**src/rtl/ame_num_expand.sv**
```systemverilog
// ---------------------------------------------------------------------------
// ame_num_expand
//   Pipelined inverse of the AME number approximator. Rebuilds the signed
//   integer +/-2^exp (or 0) at full data width from a sign/zero/exponent
//   triple. Three register stages (S0 capture, S1 byte-group decode,
//   S2 sign/saturation + output), one operand per cycle, stall freezes all.
//
// Ports
//   clk_i         clock, rising edge
//   rst_i         synchronous active-high reset (wins over stall)
//   comp_init_i   operand valid, sampled only when comp_stall_i = 0
//   comp_stall_i  hold every stage register including the outputs
//   comp_sign_i   1 = negative result
//   comp_zero_i   1 = result is 0 (overrides sign and exponent)
//   comp_exp_i    exponent e, magnitude 2^e
//   comp_done_o   result valid (S2 valid)
//   comp_sat_o    result was clamped to the maximum positive value
//   comp_data_o   signed two's-complement result
// ---------------------------------------------------------------------------
module ame_num_expand #(
    parameter int  COMP_DATA_BITS = 64,
    localparam int EXP_BITS       = $clog2(COMP_DATA_BITS)
) (
    input  logic                      clk_i,
    input  logic                      rst_i,
    input  logic                      comp_init_i,
    input  logic                      comp_stall_i,
    input  logic                      comp_sign_i,
    input  logic                      comp_zero_i,
    input  logic [EXP_BITS-1:0]       comp_exp_i,
    output logic                      comp_done_o,
    output logic                      comp_sat_o,
    output logic [COMP_DATA_BITS-1:0] comp_data_o
);

    localparam int NUM_BYTES = COMP_DATA_BITS / 8;

    // S0: captured inputs
    logic                      s0_vld_q;
    logic                      s0_sign_q;
    logic                      s0_zero_q;
    logic [EXP_BITS-1:0]       s0_exp_q;

    // S1: decoded magnitude
    logic                      s1_vld_q;
    logic                      s1_sign_q;
    logic                      s1_zero_q;
    logic [COMP_DATA_BITS-1:0] s1_mag_q;
    logic [COMP_DATA_BITS-1:0] s1_mag_d;

    // S2: output registers
    logic                      done_q;
    logic                      sat_q;
    logic [COMP_DATA_BITS-1:0] data_q;
    logic                      sat_d;
    logic [COMP_DATA_BITS-1:0] data_d;

    logic [NUM_BYTES-1:0]      byte_oh_s;
    logic [7:0]                bit_oh_s;

    // S1 decode: one-hot byte select times one-hot bit pattern within the byte
    always_comb begin
        byte_oh_s = {NUM_BYTES{1'b0}};
        byte_oh_s[s0_exp_q[EXP_BITS-1:3]] = 1'b1;
        bit_oh_s = 8'd0;
        bit_oh_s[s0_exp_q[2:0]] = 1'b1;
        s1_mag_d = {COMP_DATA_BITS{1'b0}};
        for (int i = 0; i < NUM_BYTES; i++) begin
            if (byte_oh_s[i] && !s0_zero_q) begin
                s1_mag_d[i*8 +: 8] = bit_oh_s;
            end else begin
                s1_mag_d[i*8 +: 8] = 8'd0;
            end
        end
    end

    // S2 sign/saturation; outputs hold their last value when no result arrives
    always_comb begin
        data_d = data_q;
        sat_d  = sat_q;
        if (s1_vld_q) begin
            if (s1_zero_q) begin
                data_d = {COMP_DATA_BITS{1'b0}};
                sat_d  = 1'b0;
            end else if (s1_sign_q) begin
                // -2^(W-1) is representable, so negation never saturates
                data_d = (~s1_mag_q) + {{(COMP_DATA_BITS-1){1'b0}}, 1'b1};
                sat_d  = 1'b0;
            end else if (s1_mag_q[COMP_DATA_BITS-1]) begin
                // +2^(W-1) does not fit: clamp to the largest positive value
                data_d = {1'b0, {(COMP_DATA_BITS-1){1'b1}}};
                sat_d  = 1'b1;
            end else begin
                data_d = s1_mag_q;
                sat_d  = 1'b0;
            end
        end else begin
            data_d = data_q;
            sat_d  = sat_q;
        end
    end

    // Pipeline registers: reset clears all, stall holds all, else advance
    always_ff @(posedge clk_i) begin
        if (rst_i) begin
            s0_vld_q  <= 1'b0;
            s0_sign_q <= 1'b0;
            s0_zero_q <= 1'b0;
            s0_exp_q  <= {EXP_BITS{1'b0}};
            s1_vld_q  <= 1'b0;
            s1_sign_q <= 1'b0;
            s1_zero_q <= 1'b0;
            s1_mag_q  <= {COMP_DATA_BITS{1'b0}};
            done_q    <= 1'b0;
            sat_q     <= 1'b0;
            data_q    <= {COMP_DATA_BITS{1'b0}};
        end else if (!comp_stall_i) begin
            s0_vld_q  <= comp_init_i;
            s0_sign_q <= comp_sign_i;
            s0_zero_q <= comp_zero_i;
            s0_exp_q  <= comp_exp_i;
            s1_vld_q  <= s0_vld_q;
            s1_sign_q <= s0_sign_q;
            s1_zero_q <= s0_zero_q;
            s1_mag_q  <= s1_mag_d;
            done_q    <= s1_vld_q;
            sat_q     <= sat_d;
            data_q    <= data_d;
        end
    end

    assign comp_done_o = done_q;
    assign comp_sat_o  = sat_q;
    assign comp_data_o = data_q;

endmodule
```
**config.mk**
```make
export PLATFORM = sky130hd
export DESIGN_NAME = ame_num_expand
export DESIGN_NICKNAME = d
export VERILOG_FILES = /design/src/rtl/ame_num_expand.sv
export SDC_FILE = /design/constraint.sdc
export NUM_CORES = 1
export LEC_CHECK = 0
export ABC_AREA = 1
export ABC_CLOCK_PERIOD_IN_PS = 2500
export CORE_AREA = 2 2 131 133
export CTS_CLUSTER_DIAMETER = 50
export DETAILED_ROUTE_END_ITERATION = 8
export DIE_AREA = 0 0 133 135
export GPL_ROUTABILITY_DRIVEN = 0
export GPL_TIMING_DRIVEN = 0
export PLACE_DENSITY = 0.74
export SYNTH_ARGS = -nofsm -noshare
export SYNTH_HDL_FRONTEND = slang
export SYNTH_SLANG_ARGS = --single-unit
```
**constraint.sdc**
```tcl
create_clock -name clk_i -period 2.5 [get_ports clk_i]
set_clock_uncertainty 0.05 [all_clocks]
set_input_delay 0.25 -clock clk_i [delete_from_list [all_inputs] [get_ports clk_i]]
set_output_delay 0.25 -clock clk_i [all_outputs]
set_load 0.05 [all_outputs]
```
Yosys cells after proc, flatten, opt, wreduce, memory -nomap -nowiden
Cells that the tools add are included.
{"block": "totals", "ff_bits": 142, "in_bits": 12, "out_inout_bits": 66, "word_cells": 48}
{"block": "classes", "n_addsub": 1, "order_cmp": 4, "muxes": 18, "bitwise_logic": 2, "reduce_logical": 12}
{"cell": "two-way mux 64 bit", "n": 2}
{"cell": "adder 64 x 1 -> 64 bit (second input constant)", "n": 1}
{"cell": "two-way mux 8 bit", "n": 8}
{"cell": "NOT 64 bit", "n": 1}
{"cell": "two-way mux 63 bit", "n": 1}
{"cell": "logical AND 1 bit", "n": 10}
{"cell": "less-than comparator 3 x 4 -> 1 bit (second input constant)", "n": 2}
{"cell": "demux 1 bit (select 3 bit)", "n": 2}
{"cell": "greater-or-equal comparator 3 x 1 -> 1 bit (second input constant)", "n": 2}
{"cell": "two-way mux 1 bit", "n": 5}
{"cell": "AND reduction 2 bit", "n": 1}
{"cell": "logical NOT 1 bit", "n": 1}
{"cell": "NOT 1 bit", "n": 1}

Logic depth before layout (Yosys ltp)
{"block": "depth", "depth_word": 6, "mapped_depth": 12, "mapped_depth_nobuf": 12}

Worst setup path before layout
OpenSTA, ideal clock, no wires.
{"block": "synth_path", "kind": "flip-flop to flip-flop", "startpoint": "reg s1_mag_q[0]", "endpoint": "reg data_q[56] (netlist: comp_data_o[56])", "setup_ns": 0.132, "arrival_ns": 1.370, "required_time_ns": 2.318, "path_slack_ns": 0.947, "path_stages_with_launch": 12, "n_path_buf": 0, "synth_period_minus_slack_ns": 1.553, "cell_sequence": "dfxtp_1 > inv_1 > ha_1 > nand2_1 > nor2_1 > nand2_1 > nand2_2 > nand2_2 > nor2_8 > nand4_1 > nand3_1 > a21oi_1"}
{"block": "synth_between", "elab_chain_len": 4}
{"item": "start: declaration", "line": "48", "source": "logic [COMP_DATA_BITS-1:0] s1_mag_q;"}
{"item": "start signal: assignment", "line": "113", "source": "s1_mag_q <= {COMP_DATA_BITS{1'b0}};"}
{"item": "start signal: assignment", "line": "125", "source": "s1_mag_q <= s1_mag_d;"}
{"item": "NOT 64 bit", "line": "87", "source": "data_d = (~s1_mag_q) + {{(COMP_DATA_BITS-1){1'b0}}, 1'b1};"}
{"item": "adder 64 x 1 -> 64 bit", "line": "87"}
{"item": "two-way mux 64 bit", "line": "85", "source": "end else if (s1_sign_q) begin"}
{"item": "two-way mux 64 bit", "line": "82", "source": "if (s1_zero_q) begin"}
{"item": "end signal: assignment", "line": "116", "source": "data_q <= {COMP_DATA_BITS{1'b0}};"}
{"item": "end signal: assignment", "line": "128", "source": "data_q <= data_d;"}
{"item": "end: declaration", "line": "54", "source": "logic [COMP_DATA_BITS-1:0] data_q;"}
Every way passes these cells.
A chain may end at the register's enable or synchronous reset.

Worst setup path after layout
{"block": "layout_path", "startpoint": "reg s1_mag_q[0]", "endpoint": "reg data_q[60] (netlist: comp_data_o[60])"}
Same word-level chain as after synthesis.

==> impl_metrics.tcl <==
set metrics [dict create \
    crit_path_max_incr_delay_ns 0.33 \
    cp.required_ns 2.80 \
    crit_type "flip-flop to flip-flop" \
    grt_pass1_vias 7085 \
    drive_gt1_share_pct 6.661 \
    clock_sinks 142 \
    rsz0062_at_grt "false" \
    cts_tree "done" \
    end_kind "flip-flop" \
    start_kind "flip-flop" \
    max_freq_mhz 474.2 \
    floorplan.rows 47 \
    die_area_mm2 0.01796 \
    cap_violations 0 \
    period_minus_slack_ns 2.109 \
    ir_drop_mv 0.5178 \
    firstDrtPassIters 7 \
    syn_inst 1140 \
    cts_buffer_depth 2 \
    ant_nets 0 \
    diodes 0 \
    cts_resized 0 \
    drcViolationCount 0 \
    vias 8021 \
    crit_family "simple AND/OR/NAND/NOR gates" \
    worst-path-buf-inv 1 \
    yosysSeqAreaShare_pct 39.16 \
    track_usage_pct 26.47 \
    die_w_um 133 \
    async_reset_ff_share_pct 0 \
    cp_max_fo 4 \
    finalPower_uw 5055 \
    postCtsSetupBuffers 0 \
    root_buffer "clkbuf_16" \
    yosysWarnings 0 \
    ys.flop_type "dfxtp_1" \
    yosysTopAreaCell "dfxtp_1" \
    core_area_mm2 0.01641 \
    routed_via_density 5.471 \
    cp_cell_sequence "inv_1 > ha_1 > nand2_1 > nor2_1 > nand2_1 > nand2_2 > nand3_2 > nor2_1 > nand2_1 > nand2_1 > nand3_1 > a21oi_1" \
    io_pins 78 \
    grt.overflow.total 0 \
    hold_class "input pin to flip-flop" \
    cpMaxStageDelayCell "dfxtp_1" \
    cts_max_level 4 \
    io_buffer_count 75 \
    grt_pass1_wl_um 36990 \
    syn_area_mm2 0.007259 \
    finalCritPeriodShare_pct 84.35 \
    dp_hpwl_um 17570 \
    initial_core_util_pct 44.25 \
    first_iter_violations 993 \
    hold_violations 0 \
    grt_max_degree 17 \
    synth.avg_cell_area_um2 6.368 \
    synth.net_count 1153 \
    crit_cells 12 \
    slew_violations 0 \
    syn2layout_area_growth_pct 21.75 \
    hold_path_depth 4 \
    setup_viol 0 \
    holdBufCountCts 0 \
    fin_setup_tns_ns 0 \
    ys_ff_latch 142 \
    synth_most_common_cell "nand2_1" \
    p_per_area_mw_per_mm2 571.9 \
    relSlewSlack_pct 20.40 \
    synth.top_cell.area_share_pct 39.16 \
    outcome "complete, no violations" \
    synth.distinct_cells 32 \
    reg2reg_depth 12 \
    drt_wl_total_um 23560 \
    max_slew.worst_pin.slew_ns 1.185 \
    cts_made_buffers 17 \
    p_leak_uw 0.003863 \
    synth_common_cells "386 x nand2_1, 179 x nor2_1, 142 x dfxtp_1" \
    insertion_delay_ns 0.43 \
    clkTransAtPathRegs_ns 0.06 \
    path_common_cell "nand2_1" \
    die_h_um 135 \
    wl_per_cell_um 16.07 \
    synth-edff-count 0 \
    arrival_ns 2.41 \
    antenna_found_initial 0 \
    layout.nets 1247 \
    yosys-top-cells-area "dfxtp_1 39%, nand2_1 20%, a21oi_1 9.7%" \
]
[flip-flops by register name, summed over array words and instances, names as in the netlist]
name and count:
comp_data_o 64, s0_zero_q 1, s0_sign_q 1, s0_vld_q 1
s1_sign_q 1, s1_mag_q 64, comp_done_o 1, s1_vld_q 1
s1_zero_q 1, s0_exp_q 6, comp_sat_o 1
[cell type report]
| class | instances | area (um^2) |
|---|---|---|
| Fill cell | 1624 | 7569 |
| Multi-Input combinational cell | 904 | 4029 |
| Sequential cell | 142 | 2843 |
| Timing Repair Buffer | 75 | 750.7 |
| Clock buffer | 22 | 464.2 |
| Tap cell | 220 | 275.3 |
| Buffer | 53 | 231.5 |
| Inverter | 41 | 156.4 |
| Clock inverter | 9 | 88.84 |
[worst register-to-register path, stage by stage, from the launching register on]
cell and delay (ns):
dfxtp_1 0.33, inv_1 0.08, ha_1 0.22, nand2_1 0.07, nor2_1 0.17, nand2_1 0.12
nand2_2 0.11, nand3_2 0.12, nor2_1 0.31, nand2_1 0.11, nand2_1 0.10, nand3_1 0.08
a21oi_1 0.16
[routing by layer]
layer,share of wire (%),wire length [um],vias up,track usage [%]
li1,-,-,3943,-
met1,43,10210,3578,36.68
met2,42,10000,422,39.69
met3,9.7,2292,78,4.505
met4,4.5,1056,0,13.56
met5,0,0,-,0
[final timing paths]
check / start / endpoint / slack [ns]
setup / recovery: s1_mag_q[0]$_SDFFE_PP0N_ / comp_data_o[60]$_SDFFE_PP0P_ / 0.39
setup reg to reg: s1_mag_q[0]$_SDFFE_PP0N_ / comp_data_o[60]$_SDFFE_PP0P_ / 0.39
hold reg to reg: s0_vld_q$_SDFFE_PP0N_ / s1_vld_q$_SDFFE_PP0N_ / 0.41
hold / removal: comp_stall_i / s1_vld_q$_SDFFE_PP0N_ / 0.13
[metrics by stage]
step	utilization, %	hold slack, ns	std cells	cell area (um^2)	worst slack (ns)
detailed placement	50.50	0.4006	1435	8285	0.5372
finish	53.87	0.1299	1466	8838	0.3912
global route	53.87	0.1688	1466	8838	0.2016
floorplan	-	0.3428	1140	7259	0.9474
CTS	53.87	0.1338	1466	8838	0.4909
global placement	50.50	0.3952	1435	8285	0.5798
[logic make-up after synthesis]
| logic type | after synthesis | synth area share (%) |
|---|---|---|
| AND/OR/NAND/NOR | 694 | 39.42 |
| AO/OA/AOI/OAI | 209 | 15.91 |
| flip-flops | 142 | 39.16 |
| buffers and inverters | 94 | 5.343 |
| adder cells (fa/ha/maj) | 1 | 0.1723 |
[layout by cell type, fill, tap and decap left out, drive strengths merged]
master         count
clkinv             5
a211oi             5
o311ai             1
nor3               8
or2                3
buf               23
a21oi            141
clkbuf            52
nand3b             3
dfxtp            142
bufinv             1
a31oi              2
nand4             17
o31ai              7
inv               41
clkdlybuf4s50     75
ha                 1
nand2            391
nand3             83
nor2             189
o21ai             36
a22oi              6
o211ai            11
clkinvlp           3
[power by group]
group / internal, uW / total, uW / switching [uW]
clock network: 1410 / 2360 / 951
registers: 2280 / 2300 / 16.2
logic: 109 / 393 / 284
No activity file was read; power rests on OpenSTA's default activity.
